--- config.mk ---
export PLATFORM = sky130hd
export DESIGN_NAME = rst_sequencer
export DESIGN_NICKNAME = d
export VERILOG_FILES = /design/src/rtl/rst_sequencer.sv
export SDC_FILE = /design/constraint.sdc
export NUM_CORES = 1
export LEC_CHECK = 0
export CAP_MARGIN = 10
export CORE_UTILIZATION = 30
export DETAILED_ROUTE_END_ITERATION = 8
export PLACE_DENSITY = 0.56
export SYNTH_ARGS = -nofsm -noshare
export SYNTH_HDL_FRONTEND = slang
export SYNTH_SLANG_ARGS = --single-unit
--- constraint.sdc ---
create_clock -name i_sclk -period 2.2 [get_ports i_sclk]
set_input_delay 0.44 -clock i_sclk [delete_from_list [all_inputs] [get_ports i_sclk]]
set_output_delay 0.44 -clock i_sclk [all_outputs]
set_load 0.005 [all_outputs]
--- src/rtl/rst_sequencer.sv ---
// Reset sequencer: synchronises reset requests, holds every output asserted for a
// minimum time, then releases the outputs one at a time, bit 0 first.
module rst_sequencer #(
  parameter int P_NUM_REQ      = 2,
  parameter     P_REQ_POLARITY = {P_NUM_REQ{1'b1}},
  parameter int P_SYNC_STAGES  = 2,
  parameter int P_NUM_OUT      = 3,
  parameter     P_OUT_POLARITY = {P_NUM_OUT{1'b1}},
  parameter int P_HOLD_CYCLES  = 16,
  parameter int P_STAGE_GAP    = 8
) (
  input  logic                             i_sclk,
  input  logic                             i_srst_n,
  input  logic [P_NUM_REQ-1:0]             i_req,
  input  logic                             i_sw_rst,
  output logic [P_NUM_OUT-1:0]             o_srst,
  output logic [$clog2(P_NUM_OUT+1)-1:0]   o_stage,
  output logic                             o_done
);

  localparam int STAGE_W = $clog2(P_NUM_OUT + 1);
  localparam int CNT_MAX = (P_HOLD_CYCLES > P_STAGE_GAP) ? P_HOLD_CYCLES : P_STAGE_GAP;
  localparam int CNT_W   = (CNT_MAX > 1) ? $clog2(CNT_MAX) : 1;

  localparam logic [P_NUM_REQ-1:0] REQ_POL    = P_REQ_POLARITY;
  localparam logic [P_NUM_OUT-1:0] OUT_POL    = P_OUT_POLARITY;
  localparam logic [CNT_W-1:0]     HOLD_LOAD  = CNT_W'(P_HOLD_CYCLES - 1);
  localparam logic [CNT_W-1:0]     GAP_LOAD   = CNT_W'(P_STAGE_GAP - 1);
  localparam logic [STAGE_W-1:0]   LAST_STAGE = STAGE_W'(P_NUM_OUT - 1);

  if (P_NUM_REQ < 1) begin : g_chk_num_req
    $error("rst_sequencer: P_NUM_REQ must be >= 1");
  end
  if (P_SYNC_STAGES < 2) begin : g_chk_sync
    $error("rst_sequencer: P_SYNC_STAGES must be >= 2");
  end
  if (P_NUM_OUT < 1) begin : g_chk_num_out
    $error("rst_sequencer: P_NUM_OUT must be >= 1");
  end
  if (P_HOLD_CYCLES < 1) begin : g_chk_hold
    $error("rst_sequencer: P_HOLD_CYCLES must be >= 1");
  end
  if (P_STAGE_GAP < 1) begin : g_chk_gap
    $error("rst_sequencer: P_STAGE_GAP must be >= 1");
  end
  if ($bits(P_REQ_POLARITY) != P_NUM_REQ) begin : g_chk_req_pol
    $error("rst_sequencer: P_REQ_POLARITY width must equal P_NUM_REQ");
  end
  if ($bits(P_OUT_POLARITY) != P_NUM_OUT) begin : g_chk_out_pol
    $error("rst_sequencer: P_OUT_POLARITY width must equal P_NUM_OUT");
  end

  typedef enum logic [1:0] {
    ST_ASSERT,
    ST_HOLD,
    ST_RELEASE,
    ST_DONE
  } state_e;

  logic [P_NUM_REQ-1:0][P_SYNC_STAGES-1:0] sync_q, sync_d;
  logic [P_NUM_REQ-1:0]                    req_norm;
  logic [P_NUM_REQ-1:0]                    req_last;
  logic                                    req_any;

  state_e               state_q, state_d;
  logic [CNT_W-1:0]     cnt_q, cnt_d;
  logic [STAGE_W-1:0]   stage_q, stage_d;
  logic                 done_q, done_d;
  logic [P_NUM_OUT-1:0] srst_q, srst_d;

  // Requests are normalised to active-high before entering the synchroniser.
  assign req_norm = i_req ^ ~REQ_POL;

  always_comb begin
    sync_d   = sync_q;
    req_last = '0;
    for (int unsigned k = 0; k < P_NUM_REQ; k++) begin
      sync_d[k]   = {sync_q[k][P_SYNC_STAGES-2:0], req_norm[k]};
      req_last[k] = sync_q[k][P_SYNC_STAGES-1];
    end
  end

  assign req_any = (|req_last) | i_sw_rst;

  always_comb begin
    state_d = state_q;
    cnt_d   = cnt_q;
    stage_d = stage_q;
    done_d  = done_q;
    srst_d  = srst_q;
    if (req_any) begin
      // Any request from any state restarts the whole hold-and-release sequence.
      state_d = ST_ASSERT;
      cnt_d   = '0;
      stage_d = '0;
      done_d  = 1'b0;
      srst_d  = OUT_POL;
    end else begin
      unique case (state_q)
        ST_ASSERT: begin
          state_d = ST_HOLD;
          cnt_d   = HOLD_LOAD;
        end
        ST_HOLD: begin
          if (cnt_q == '0) begin
            srst_d[0] = ~OUT_POL[0];
            stage_d   = STAGE_W'(1);
            cnt_d     = GAP_LOAD;
            if (P_NUM_OUT == 1) begin
              state_d = ST_DONE;
              done_d  = 1'b1;
            end else begin
              state_d = ST_RELEASE;
            end
          end else begin
            cnt_d = cnt_q - CNT_W'(1);
          end
        end
        ST_RELEASE: begin
          if (cnt_q == '0) begin
            for (int unsigned k = 0; k < P_NUM_OUT; k++) begin
              if (STAGE_W'(k) == stage_q) srst_d[k] = ~OUT_POL[k];
            end
            stage_d = stage_q + STAGE_W'(1);
            cnt_d   = GAP_LOAD;
            if (stage_q == LAST_STAGE) begin
              state_d = ST_DONE;
              done_d  = 1'b1;
            end
          end else begin
            cnt_d = cnt_q - CNT_W'(1);
          end
        end
        ST_DONE: begin
        end
        default: state_d = ST_ASSERT;
      endcase
    end
  end

  always_ff @(posedge i_sclk) begin
    if (!i_srst_n) begin
      sync_q  <= '1;
      state_q <= ST_ASSERT;
      cnt_q   <= '0;
      stage_q <= '0;
      done_q  <= 1'b0;
      srst_q  <= OUT_POL;
    end else begin
      sync_q  <= sync_d;
      state_q <= state_d;
      cnt_q   <= cnt_d;
      stage_q <= stage_d;
      done_q  <= done_d;
      srst_q  <= srst_d;
    end
  end

  assign o_srst  = srst_q;
  assign o_stage = stage_q;
  assign o_done  = done_q;

endmodule

# After elaboration in Yosys (flattened, before gate mapping)
# Index checks and enable logic that the tools add are counted.
dict set report word_totals {
  register_bits 16
  in_bits 5
  out_inout_bits 6
}
dict set report op_classes {
  add_sub_neg 2
  eq_ne 9
  muxes 13
  n_bitwise 2
  n_reduce_logical 15
}
# cell count
set op_table {}
lappend op_table {{AND reduction 3 bit} 4}
lappend op_table {{two-way mux 2 bit} 5}
lappend op_table {{inequality test 2 bit (second input constant)} 4}
lappend op_table {{case mux 4 bit (2 select lines)} 1}
lappend op_table {{AND reduction 4 bit} 2}
lappend op_table {{case mux 2 bit (3 select lines)} 1}
lappend op_table {{OR reduction 2 bit} 3}
lappend op_table {{== test 2 bit (second input constant)} 2}
lappend op_table {{logical NOT 2 bit} 2}
lappend op_table {{logical NOT 4 bit} 1}
lappend op_table {{two-way mux 4 bit} 1}
lappend op_table {{case mux 2 bit (2 select lines)} 1}
lappend op_table {{nonzero test 2 bit} 2}
lappend op_table {{subtractor 4 x 1 -> 4 bit (second input constant)} 1}
lappend op_table {{two-way mux 1 bit} 3}
lappend op_table {{nonzero test 3 bit} 1}
lappend op_table {{adder 2 x 1 -> 2 bit (second input constant)} 1}
lappend op_table {{== test 1 x 2 -> 1 bit (first input constant)} 1}
lappend op_table {{== test 2 x 1 -> 1 bit (second input constant)} 1}
lappend op_table {{== test 2 bit (first input constant)} 1}
lappend op_table {{case mux 1 bit (2 select lines)} 1}
lappend op_table {{NOT 1 bit} 1}
lappend op_table {{OR 1 bit} 1}

# Depth between registers and ports, before layout
dict set report depth {
  depth_word 4
  mapped_depth 5
  mapped_depth_nobuf 5
}

# Worst setup path before layout
# No wires, ideal clock.
dict set report synth_timing {
  path_kind {register to register}
  from {register state_q[0]}
  to {register state_q[0]}
  setup_ns 0.123
  t_arrival_ns 1.627
  required_time_ns 2.077
  slack_ns 0.450
  stages_incl_launch_ff 6
  path_cell_list {dfxtp_1 -> inv_1 -> ha_1 -> or2_2 -> a221o_1 -> mux2_1}
}
dict set report synth_between {
  elab_chain_len 3
  word_cells_on_any_way 9
  cone_classes {eq/ne (5); mux (1); reduce/logical (3)}
}
# element line
set synth_rtl {}
lappend synth_rtl {{start: declaration} 65} ;# state_e state_q, state_d;
lappend synth_rtl {{start signal: assignment} 151} ;# state_q <= state_d;
lappend synth_rtl {{== test 2 bit (tied with other cells)} 99} ;# unique case (state_q)
lappend synth_rtl {{inequality test 2 bit (no line) / nonzero test 3 bit (equally long branches)} --}
lappend synth_rtl {{AND reduction 4 bit (no line)} --}
# Parallel ways exist; a longest one is shown, timed or not.
# A chain may end at the register's enable or synchronous reset.

# Final worst setup path
dict set report layout_timing {
  from {register state_q[0]}
  to {register state_q[1]}
}
# Same word-level chain as after synthesis.

==> out/results.md <==
## Run status
- result of the run: complete, no violations

## Pwr
- total internal power: 403 µW
- sw frac: 19.6%
- Sequential Power Share: 58.6%
- power per cell area: 537 nW/µm²
- total power after layout: 502 µW
- maximum resistive drop on vdd: 0.329 mV
- total leakage power: 0.364 nW
- Clk network pwr share: 38.9%
- Comb pwr share: 2.5%
- Net Switching: 98.6 µW

## Floorplan
- io pins: 11
- Die Ht: 52.6 µm
- chip width: 52.6 µm
- starting density of the core: 33.1%
- die footprint: 2760 µm²
- placement row count: 17
- CORE AREA: 2320 µm²

## Clocking
- CTS tree: yes
- maximum buffer depth of the clock tree: 2
- number of post-CTS setup repair buffers: 0
- clock slew seen by the registers of the worst setup and hold paths: 0.09 ns
- CTS resizes: 0
- htree depth: 1
- number of buffers inserted by hold repair at cts: 0
- later-pin clock latency in the skew report: 0.29 ns
- Clock Tree Root: clkbuf_4
- cts bufs inserted: 3
- Clock Sink Count: 16

## GRT
- maximum number of pins on one net before global-route repair: 15
- antenna violations before repair: 0
- total overflow reported by the global router: 0
- global-route wire length before repair: 2350 µm
- Tot GR Track Use: 12.1%
- via count of the first global-routing pass: 555

## Critical path
- source of the critical timing path: state_q[0]
- largest fanout on the critical path: 5
- data required time of the critical path: 2.38 ns
- WP data arrival: 2.06 ns
- Worst Path Class, Setup: reg2reg
- beginning of the worst register-to-register path: state_q[0]
- endpoint class of the critical path: register
- crit start category: register

## STA
- fin worst setup slack: 0.322 ns
- clock skew after layout: 0.00545 ns
- post-route minimum period: 1.88 ns
- Slew headroom: 73.8%
- hold_ws: 0.417 ns
- fraction of the cycle the final worst path needs: 85.4%
- Tightest Pin Transition: 0.392 ns
- fmax: 532 MHz
- number of setup violations in the final report: 0
- RSZ-0062 raised after global routing: false
- number of hold-slack violations in the final timing report: 0
- final sum of negative setup slack: 0 ns
- final slew viol count: 0

## Place
- final RePlAce weighted congestion: 0.746
- area post-placement: 898 µm²
- placed instance count: 115
- detailed-placement wirelength estimate: 957 µm
- input/output buffers: 10
- dpl ws: 0.261 ns

## Synthesis
- Synthesized Nets: 92
- most area-hungry cell type in the Yosys netlist: dfxtp_1
- number of unique standard cell types used by synthesis: 24
- register bit count reported by yosys: 16
- proportion of netlist area held by the largest area contributor: 41.8%
- sequential fraction of the synthesis area: 41.8%
- count of warnings emitted by yosys: 0
- leading cell types by total area after synthesis: dfxtp_1, ha_1, nand2b_1
- post-synthesis average cell area: 9.83 µm²
- gate count of the mapped netlist: 78
- Post-Syn Area: 767 µm²

## Cells and area
- layout overhead on the synthesized area: 21.9%
- Inserted Diodes: 0
- final cell area excluding filler cells: 935 µm²
- layout cell share with drive strength beyond 1: 8.79%
- core utilization of the finished layout: 40.3%
- multi-input logic area: 402 µm²
- Non-Filler Instances: 119
- Filler Cell Count: 236
- net count of the finished layout: 106
- flip-flop and latch area: 320 µm²

## Drt
- DRT Wirelength: 1290 µm
- number of optimization iterations in the first detailed-route pass: 2
- Vias per Instance: 4.73
- count of vias placed by the detailed router: 563
- drt initial violations: 5
- post-DR wirelength/cell: 10.9 µm
- remaining antenna violation count: 0
- DRC violations left: 0

## Hold path
- hold path startpoint: sync_d[1]
- type of the most critical hold path: reg2reg

## Job
- number of max-cap violations: 0

[cells in the final DEF (no fill, tap or decap), drive strengths merged]
cell type and instances:
a21o 3, ha 9, a221o 1, o21ai 1, or4b 1, nor3b 2, a21oi 4, or3b 1
a211oi 3, nor2 6, buf 2, nor3 3, nand2 3, mux2 2, clkbuf 4, nand2b 5
o21ba 1, or2 1, nor4 1, inv 7, clkdlybuf4s50 10, mux2i 3, nor4bb 2, dfxtp 16
[flip-flops by register name (all words and copies together), names as in the netlist]
signal	count
cnt_q	4
o_srst	3
o_stage	2
req_last	2
state_q	2
sync_d	2
o_done	1
[power groups by stage]
stage	clock network (mW)	logic [mW]	registers (mW)
floorplan	0	0.00447	0.300
global placement	0	0.0126	0.301
detailed placement	0	0.0127	0.301
CTS	0.207	0.0127	0.294
global route	0.221	0.0136	0.295
finish	0.195	0.0126	0.294
[final cells by class]
cell class	instances	share of cell area [%]
timing repair buffer	12	12.3
tap	28	3.75
sequential	16	34.3
multi-input combinational	52	43.0
clock buffer	4	3.88
inverter	7	2.81
[routing by layer]
| metal | wire length, µm | vias to the layer above | track usage, % |
|---|---|---|---|
| met5 | 0 | - | 0 |
| met4 | 29 | 0 | 6.58 |
| met3 | 58 | 4 | 5.22 |
| met2 | 582 | 11 | 19.0 |
| met1 | 622 | 254 | 13.7 |
| li1 | - | 294 | - |
[synthesized netlist by cell type]
| cell type | instances |
|---|---|
| a211oi_1 | 3 |
| a21o_1 | 3 |
| a21oi_1 | 4 |
| a221o_1 | 1 |
| buf_1 | 1 |
| buf_6 | 1 |
| clkbuf_1 | 1 |
| dfxtp_1 | 16 |
| ha_1 | 9 |
| inv_1 | 7 |
| mux2_1 | 2 |
| mux2i_1 | 3 |
| nand2_1 | 3 |
| nand2b_1 | 5 |
| nor2_1 | 6 |
| nor3_1 | 3 |
| nor3b_1 | 2 |
| nor4_1 | 1 |
| nor4bb_1 | 2 |
| o21ai_0 | 1 |
| o21ba_2 | 1 |
| or2_2 | 1 |
| or3b_1 | 1 |
| or4b_1 | 1 |
[worst paths after layout]
kind         slack [ns]          end  cells after the start
max                0.32   state_q[1]                      5
min                0.42  req_last[0]                      1
max reg2reg        0.32   state_q[1]                      5
min reg2reg        0.42  req_last[0]                      1
[worst max-delay path: stages, from the launching register on]
cell	delay, ns
dfxtp_1	0.44
inv_1	0.08
ha_1	0.24
or2_2	0.33
a221o_1	0.36
mux2_1	0.31
[cells by family after synthesis]
| family | count (synthesis) | synth area share, % |
|---|---|---|
| buffers and inverters | 10 | 5.87 |
| multiplexers | 5 | 6.85 |
| AO/OA/AOI/OAI | 13 | 11.7 |
| AND/OR/NAND/NOR | 25 | 19.1 |
| adder cells (fa/ha/maj) | 9 | 14.7 |
| flip-flops | 16 | 41.8 |
Power figures use the tool's default switching activity.
